<file path="config.mk">
export PLATFORM = sky130hd
export DESIGN_NAME = bank_inrd_sequencer_flat
export DESIGN_NICKNAME = d
export VERILOG_FILES = /design/src/rtl/bank_inrd_sequencer_if.sv /design/src/rtl/bank_inrd_sequencer.sv /design/src/flat_wrapper.sv
export SDC_FILE = /design/constraint.sdc
export NUM_CORES = 1
export LEC_CHECK = 0
export ABC_AREA = 0
export BUFFER_PORTS_ARGS = -buffer_cell sky130_fd_sc_hd__buf_2
export CAP_MARGIN = 5
export CORE_UTILIZATION = 59
export DETAILED_ROUTE_END_ITERATION = 6
export PLACE_DENSITY = 0.91
export SLEW_MARGIN = 15
export SYNTH_ARGS = -nofsm -noshare
export SYNTH_HDL_FRONTEND = slang
export SYNTH_SLANG_ARGS = --single-unit
</file>
<file path="constraint.sdc">
create_clock -name clk -period 3.2 [get_ports clk]
set_input_delay 0.64 -clock clk [delete_from_list [all_inputs] [get_ports clk]]
set_output_delay 0.64 -clock clk [all_outputs]
set_load 0.05 [all_outputs]
</file>
<file path="src/rtl/bank_inrd_sequencer_if.sv">
// Request handshake between a mask producer and the bank input-ready sequencer.
// The sequencer side owns req_ready/busy; the producer side owns the mask request.
interface bank_inrd_sequencer_if #(
   parameter int NUM_BANKS = 6
);
   logic                 req_valid;
   logic [NUM_BANKS-1:0] req_mask;
   logic                 req_ready;
   logic                 busy;

   modport master (
      output req_valid,
      output req_mask,
      input  req_ready,
      input  busy
   );

   modport slave (
      input  req_valid,
      input  req_mask,
      output req_ready,
      output busy
   );
endinterface

</file>
<file path="src/rtl/bank_inrd_sequencer.sv">
// Walks the banks in ascending order, driving INRDENI and settling each enable,
// and gates synchronised IB pad data with the per-bank ready flag.
module bank_inrd_sequencer #(
   parameter int NUM_BANKS     = 6,
   parameter int SETTLE_CYCLES = 16,
   parameter int CNT_W         = 8
) (
   input  logic                 clk,
   input  logic                 rst,
   bank_inrd_sequencer_if.slave ctl,
   output logic [NUM_BANKS-1:0] inrdeni,
   output logic [NUM_BANKS-1:0] bank_ready,
   input  logic [NUM_BANKS-1:0] pad_in,
   output logic [NUM_BANKS-1:0] pad_q
);

   localparam int IDX_W = (NUM_BANKS > 1) ? $clog2(NUM_BANKS) : 1;
   localparam logic [IDX_W-1:0] LAST = IDX_W'(NUM_BANKS - 1);
   localparam logic [CNT_W-1:0] CNT_INIT = CNT_W'(SETTLE_CYCLES - 1);

   typedef enum logic [1:0] {
      IDLE,
      SCAN,
      APPLY,
      SETTLE
   } state_t;

   state_t               state;
   logic [IDX_W-1:0]     idx;
   logic [CNT_W-1:0]     cnt;
   logic [NUM_BANKS-1:0] target;
   logic [NUM_BANKS-1:0] sync1;
   logic [NUM_BANKS-1:0] sync2;
   logic                 rdy_q;
   logic                 busy_q;
   logic                 last;

   assign last          = (idx == LAST);
   assign ctl.req_ready = rdy_q;
   assign ctl.busy      = busy_q;

   always_ff @(posedge clk) begin
      if (rst) begin
         state      <= IDLE;
         idx        <= '0;
         cnt        <= '0;
         target     <= '0;
         inrdeni    <= '0;
         bank_ready <= '0;
         rdy_q      <= 1'b1;
         busy_q     <= 1'b0;
      end else begin
         unique case (state)
            IDLE: begin
               if (ctl.req_valid) begin
                  target <= ctl.req_mask;
                  idx    <= '0;
                  state  <= SCAN;
                  rdy_q  <= 1'b0;
                  busy_q <= 1'b1;
               end
            end
            SCAN: begin
               if (target[idx] != inrdeni[idx]) begin
                  state <= APPLY;
               end else if (last) begin
                  state  <= IDLE;
                  rdy_q  <= 1'b1;
                  busy_q <= 1'b0;
               end else begin
                  idx <= idx + 1'b1;
               end
            end
            APPLY: begin
               inrdeni[idx] <= target[idx];
               if (target[idx]) begin
                  cnt   <= CNT_INIT;
                  state <= SETTLE;
               end else begin
                  // ready drops with the enable so ready never outlives it
                  bank_ready[idx] <= 1'b0;
                  if (last) begin
                     state  <= IDLE;
                     rdy_q  <= 1'b1;
                     busy_q <= 1'b0;
                  end else begin
                     idx   <= idx + 1'b1;
                     state <= SCAN;
                  end
               end
            end
            SETTLE: begin
               if (cnt == '0) begin
                  bank_ready[idx] <= 1'b1;
                  if (last) begin
                     state  <= IDLE;
                     rdy_q  <= 1'b1;
                     busy_q <= 1'b0;
                  end else begin
                     idx   <= idx + 1'b1;
                     state <= SCAN;
                  end
               end else begin
                  cnt <= cnt - 1'b1;
               end
            end
            default: begin
               state  <= IDLE;
               rdy_q  <= 1'b1;
               busy_q <= 1'b0;
            end
         endcase
      end
   end

   // two-flop synchroniser, then qualify with the registered ready flag
   always_ff @(posedge clk) begin
      if (rst) begin
         sync1 <= '0;
         sync2 <= '0;
         pad_q <= '0;
      end else begin
         sync1 <= pad_in;
         sync2 <= sync1;
         pad_q <= sync2 & bank_ready;
      end
   end

endmodule

</file>
<file path="src/flat_wrapper.sv">
// flat-port wrapper written by rule: the top's interface ports become plain ports
module bank_inrd_sequencer_flat 
#(
   parameter int NUM_BANKS     = 6,
   parameter int SETTLE_CYCLES = 16,
   parameter int CNT_W         = 8
)
  (clk, rst, inrdeni, bank_ready, pad_in, pad_q, ctl_req_valid, ctl_req_mask, ctl_req_ready, ctl_busy);
  bank_inrd_sequencer_if #(.NUM_BANKS(NUM_BANKS)) ctl_i ();
  input  logic clk;
  input  logic rst;
  output logic [NUM_BANKS-1:0] inrdeni;
  output logic [NUM_BANKS-1:0] bank_ready;
  input  logic [NUM_BANKS-1:0] pad_in;
  output logic [NUM_BANKS-1:0] pad_q;
  input wire logic [$bits(ctl_i.req_valid)-1:0] ctl_req_valid;
  input wire logic [$bits(ctl_i.req_mask)-1:0] ctl_req_mask;
  output wire logic [$bits(ctl_i.req_ready)-1:0] ctl_req_ready;
  output wire logic [$bits(ctl_i.busy)-1:0] ctl_busy;
  assign ctl_i.req_valid = ctl_req_valid;
  assign ctl_i.req_mask = ctl_req_mask;
  assign ctl_req_ready = ctl_i.req_ready;
  assign ctl_busy = ctl_i.busy;
  bank_inrd_sequencer #(.NUM_BANKS(NUM_BANKS), .SETTLE_CYCLES(SETTLE_CYCLES), .CNT_W(CNT_W)) u_core (.clk(clk), .rst(rst), .ctl(ctl_i), .inrdeni(inrdeni), .bank_ready(bank_ready), .pad_in(pad_in), .pad_q(pad_q));
endmodule
</file>
==> results.md, run 1 <==
* Status: complete, no violations
* DRT iter0 DRCs at around 130
* Unrepaired setup endpoints after global routing: no
* Post-synth cell types at 46
* Crit share post-route at between 70% and 80%
* Fillcell total at between 200 and 300
* Avg Cell Area, Syn at 8.91 µm²
* Final #Nets at around 290
* Maximum vdd ir drop at 0.442 mV
* Clk slew on worst S/H paths at ~0.15 ns
* Top cell type's share of synthesized area at between 40% and 50%
* Final setup viols at 0
* CP Launch Type: register
* Clk buf depth at 2
* Gates resized, CTS repair at 0
* Setup total negative slack at 0 ns
* CP Class: register to register
* Core area at about 3400 µm²
* Final slew viol count at 0
* CP required at ~3.5 ns
* DR WL/cell at around 13 µm
* Die X at between 60 and 70 µm
* Crit. End Element: register
* Mapped Area at 2170 µm²
* Ys async rst share at 0%
* Pleak at between 0.9 and 1 nW
* Number of setup buffers added after CTS at 0
* Layout area overhead at 11.6%
* # rows at 21
* Post-DR vias/cell at about 5.7
* Share of cells above drive strength 1 at approximately a fifth
* Hold_buf cts at 0
* Top FF cell, synth: dfxtp_1
* Final HPWL from detailed placement at 3.20 mm
* Vias in the first global route at between 1500 and 2000
* Post-synth top area cell: dfxtp_1
* Final core utilization at a little over two thirds
* Commonest non-fill, non-tap cell in the layout: dfxtp_1
* Syn_nets at roughly 260
* Syn Inst Count at approximately 240
* Worst slew margin at 61.3%
* Power density over cell area at about 650 nW/µm²
* WP data arrival at approximately 2.7 ns
* Post-DRT Antenna Nets at 0
* CTS H-tree depth at 2
* Synth warn at 0
* Max Fclk at between 400 and 500 MHz
* FF+latch count, synth at just over 50
* WL final at about 4.2 mm
* Synth area leaders: dfxtp_1 47%, nand2_1 4.9%, nor2_1 4.7%, a21oi_1 4.2%, nor2b_1 3.8%
* Die Ht at 62.6 µm
* Via count at between 1500 and 2000
* Max cap viols at 0
* Post-synth EDFFs at 0
* CP max-delay cell: dfxtp_1
* Num CTS Buffers at 5
* Seq/Total Area, Yosys at about 47%
* Initial antenna violation count at 0
* Worst skew pair latency at 0.36 ns
* Ports at 35
* Overall global routing resource usage at a little under a quarter
* DR DRC count at 0
* Biggest cell delay along the critical path at about 0.7 ns
* Most frequent cells in the layout: 51 x dfxtp_1, 34 x buf_2, 28 x nand2_1, 27 x nor2_1, 18 x a21oi_1
* Gpl congestion at ~0.97
* Hold slack at 0.433 ns
* Worst Path Buf+Inv at 0
* Clock skew at between 0.01 and 0.015 ns
* DRT Pass-1 Iters at 5
* PortBufs at 34
* Total gr overflow at 0
* Largest net degree at the start of global routing at 34
* Global-route wire length before repair at roughly 7.5 mm
* Crit path cell chain: a21boi_0 > a211o_4 > a31oi_4 > nand2_2 > or4_1 > a21oi_1
* Family with the most delay on the worst path: compound AO/OA/AOI/OAI gates
* Worst-margin pin slew at between 0.5 and 0.6 ns
* Pwr Total at about 1.6 mW
* Ant diodes at 0
* CP max FO at 16
* Final number of hold-violating endpoints at 0
* Worst Hold Class: register to register
* CTS tree: done
* Tmin final at roughly 2.4 ns
* Die area at slightly below 4000 µm²
* CTS Sinks at 51
* Starting Density at a little under two thirds
* CTS Root Buffer Type: clkbuf_4
[metrics by stage]
stage	instances	setup slack (ns)	cell area [µm²]
2_1_floorplan	243	1.12	2170
3_3_place_gp	313	0.941	2350
3_5_place_dp	313	0.857	2350
4_1_cts	321	0.836	2420
5_1_grt	321	0.653	2420
6_report	321	0.783	2420
[worst min-delay path, cell delays in order, from the launching register on]
cell	delay (ns)
dfxtp_1	0.33
nand2_1	0.05
nor2_1	0.03
[worst paths after layout]
path                                end  cells past startpoint                        from  slack, ns
max reg2reg  u_core.cnt[4]$_SDFFE_PP0P_                      6  u_core.idx[1]$_SDFFE_PP0P_       0.78
min          u_core.pad_q[5]$_SDFF_PP0_                      2  u_core.sync2[5]$_SDFF_PP0_       0.43
max          u_core.cnt[4]$_SDFFE_PP0P_                      6  u_core.idx[1]$_SDFFE_PP0P_       0.78
min reg2reg  u_core.pad_q[5]$_SDFF_PP0_                      2  u_core.sync2[5]$_SDFF_PP0_       0.43
[report_power, final]
group	internal [mW]	total (mW)	switching, mW
logic	0.194	0.507	0.313
registers	0.690	0.765	0.0755
clock network	0.109	0.307	0.198
[per-layer routing]
layer | vias to the layer above | share of wire [%] | wire length (µm) | global-route usage (%)
met5 | - | 0 | 0 | 0
met4 | 0 | 0.64 | 27 | 8.72
met3 | 2 | 5.4 | 231 | 5.84
met2 | 51 | 49 | 2070 | 38.3
met1 | 860 | 45 | 1920 | 30.2
li1 | 916 | - | - | -
[kinds of logic (layout without fill, tap and decap cells)]
| family | after synthesis | in the layout | synth area share, % |
|---|---|---|---|
| simple gates | 103 | 103 | 22.8 |
| flops | 51 | 51 | 47.1 |
| buf+inv | 20 | 52 | 3.93 |
| xor+xnor | 5 | 5 | 2.02 |
| mux | 7 | 7 | 3.29 |
| fa+ha+maj | 4 | 4 | 2.31 |
| compound gates | 53 | 53 | 18.5 |
[final cells by class]
cell class	count	area [µm²]	share of cell area, %
Multi-Input combinational cell	172	1060	43.8
Sequential cell	51	1020	42.2
Timing Repair Buffer	35	178	7.35
Tap cell	46	57.6	2.38
Clock buffer	6	51.3	2.12
Inverter	9	33.8	1.40
Clock inverter	2	16.3	0.673
[cells in the mapped netlist (2+ instances only)]
| master | count |
|---|---|
| buf_4 | 2 |
| a211oi_1 | 3 |
| dfxtp_1 | 51 |
| inv_1 | 9 |
| a21boi_0 | 2 |
| nor2b_1 | 13 |
| nor4_1 | 3 |
| or4_1 | 2 |
| ha_1 | 4 |
| xor2_1 | 5 |
| a21oi_1 | 18 |
| o31ai_1 | 5 |
| clkbuf_1 | 5 |
| nand2b_1 | 5 |
| nand2_1 | 28 |
| nor2_1 | 27 |
| nor3_1 | 14 |
| mux2i_1 | 6 |
| buf_2 | 2 |
| o2bb2ai_1 | 2 |
| a31oi_1 | 6 |
| buf_1 | 2 |
| nand3_1 | 6 |
(Power assumes the default switching activity.)
==> run 2, diff against run 1 <==
--- a/config.mk
+++ b/config.mk
@@ -8,9 +8,9 @@
 export ABC_AREA = 0
 export BUFFER_PORTS_ARGS = -buffer_cell sky130_fd_sc_hd__buf_2
 export CAP_MARGIN = 5
-export CORE_UTILIZATION = 59
+export CORE_UTILIZATION = 55
 export DETAILED_ROUTE_END_ITERATION = 6
-export PLACE_DENSITY = 0.91
+export PLACE_DENSITY = 0.86
 export SLEW_MARGIN = 15
 export SYNTH_ARGS = -nofsm -noshare
 export SYNTH_HDL_FRONTEND = slang
==> constraint.sdc (replaced) <==
create_clock -name clk -period 2.3 [get_ports clk]
set_input_delay 0.46 -clock clk [delete_from_list [all_inputs] [get_ports clk]]
set_output_delay 0.46 -clock clk [all_outputs]
set_load 0.05 [all_outputs]
==> run 2 against run 1 <==
Wire length increased by 6.6%. Clock power increased by 75%. Die area increased by 7.0%. Sequential cell count unchanged. Critical path type unchanged. Largest power group unchanged.
==> results.md, run 2 (same netlist as run 1, synthesis figures left out) <==
* Status: complete, no violations
* Tmin final at between 2 and 2.5 ns
* Unrepaired setup endpoints after global routing: no
* Starting Density at about three fifths
* Die area at 4190 µm²
* Most frequent cells in the layout: 48 x dfxtp_1, 34 x buf_2, 28 x nand2_1, 27 x nor2_1, 18 x a21oi_1
* Maximum vdd ir drop at roughly 0.5 mV
* CP Class: register to register
* Share of cells above drive strength 1 at 24.1%
* Met2 Use GR at 40.6%
* Overall global routing resource usage at between 20% and 30%
* Die Ht at 64.8 µm
* Busiest grt layer: met2
* Power density over cell area at roughly 950 nW/µm²
* Pleak at slightly above 1 nW
* Largest net degree at the start of global routing at 29
* Post-DRT Antenna Nets at 0
* Post-DR vias/cell at 5.43
* Number of setup buffers added after CTS at 0
* Worst slew margin at a little under three quarters
* Biggest cell delay along the critical path at 0.49 ns
* Ant diodes at 0
* DRT iter0 DRCs at between 100 and 150
* PortBufs at 34
* Global-route wire length before repair at 7.80 mm
* Crit share post-route at 96.1%
* Final slew viol count at 0
* # rows at 22
* Worst Hold Class: input pin to register
* Final HPWL from detailed placement at 3.25 mm
* Worst skew pair latency at between 0.3 and 0.4 ns
* Die X at 64.8 µm
* Total gr overflow at 0
* CP max FO at 8
* Placed insts at 326
* Ports at 35
* Final number of hold-violating endpoints at 0
* DRT Pass-1 Iters at 5
* CTS Sinks at 51
* Met3 usage in global routing at between 5 and 6%
* DR WL/cell at approximately 14 µm
* WL final at roughly 4.5 mm
* Via count at roughly 1800
* Final core utilization at between 60% and 70%
* Commonest non-fill, non-tap cell in the layout: dfxtp_1
* Clk buf depth at 2
* Final setup viols at 0
* Final #Nets at roughly 300
* CP max-delay cell: or3b_2
* DR DRC count at 0
* Crit. End Element: register
* Core area at 3720 µm²
* Max cap viols at 0
* CTS H-tree depth at 2
* Worst-margin pin slew at about 0.42 ns
* Crit path cell chain: inv_1 > ha_1 > or3b_2 > o31ai_2 > a31oi_4 > a211oi_1 > o22ai_1
* CP Launch Type: register
* Clk slew on worst S/H paths at ~0.090 ns
* Num CTS Buffers at 5
* Final cell count without fillers at around 330
* Clock skew at roughly 0.0062 ns
* Gpl congestion at 0.860
* CTS Root Buffer Type: clkbuf_8
* Initial antenna violation count at 0
* Global routing usage on met1 at between 20% and 30%
* Vias in the first global route at between 1500 and 2000
* Layout area overhead at 17.4%
* WP data arrival at 2.39 ns
* Max Fclk at between 400 and 500 MHz
* CP required at around 2.5 ns
* CTS tree: done
## run 2: timing repair
item                                    4_1_cts  5_1_grt
hold buffers                                  0        0
resized for setup                             2        2
endpoints found under the setup margin        2        1
hold endpoints to repair                      0        0
## run 2: area by class of cell
| cell class | instances | area [µm²] |
|---|---|---|
| Timing Repair Buffer | 46 | 260 |
| Clock buffer | 6 | 82.6 |
| Multi-Input combinational cell | 172 | 1060 |
| Sequential cell | 51 | 1020 |
| Tap cell | 48 | 60.1 |
| Inverter | 9 | 33.8 |
| Fill cell | 292 | 1170 |
| Clock inverter | 2 | 16.3 |
## run 2: power by group
part	total (mW)	switching, mW	internal [mW]
Clock	0.538	0.292	0.246
Sequential	1.07	0.104	0.961
Combinational	0.802	0.478	0.323
## run 2: worst max-delay path: cells and delay by family, from the launching register on
family | cells | cell delay [ns]
AO/OA/AOI/OAI | 4 | 1.02
AND/OR/NAND/NOR | 1 | 0.49
flip-flops | 1 | 0.35
adder cells (fa/ha/maj) | 1 | 0.13
buffers and inverters | 1 | 0.09
## run 2: path summary, 6_finish.rpt
path,depth (start not counted),slack (ns),endpoint,start
worst max register to register,7,0.09,u_core.idx[0]$_SDFFE_PP0P_,u_core.cnt[0]$_SDFFE_PP0P_
worst max-delay path,7,0.09,u_core.idx[0]$_SDFFE_PP0P_,u_core.cnt[0]$_SDFFE_PP0P_
worst min-delay path,2,0.35,u_core.sync1[2]$_SDFF_PP0_,pad_in[2]
worst min register to register,2,0.42,u_core.pad_q[0]$_SDFF_PP0_,u_core.sync2[0]$_SDFF_PP0_
## run 2: through the flow
| stage | power [mW] | setup TNS, ns | setup WS [ns] | instance area (µm²) | hold WS (ns) |
|---|---|---|---|---|---|
| floorplan | 1.65 | 0 | 0.221 | 2170 | 0.404 |
| global placement | 1.85 | 0 | 0.0920 | 2430 | 0.404 |
| detailed placement | 1.86 | -0.00519 | -0.00519 | 2430 | 0.406 |
| CTS | 2.41 | 0 | 0.0669 | 2540 | 0.351 |
| global route | 2.55 | 0 | 0.000311 | 2540 | 0.364 |
| finish | 2.40 | 0 | 0.0893 | 2540 | 0.353 |
## run 2: layer usage
layer  vias to the layer above  part of all wire [%]  wire, µm
met4                         0                   1.8        80
met5                         -                     0         0
li1                        934                     -         -
met3                        13                   4.4       198
met2                        50                    48      2150
met1                       817                    46      2100
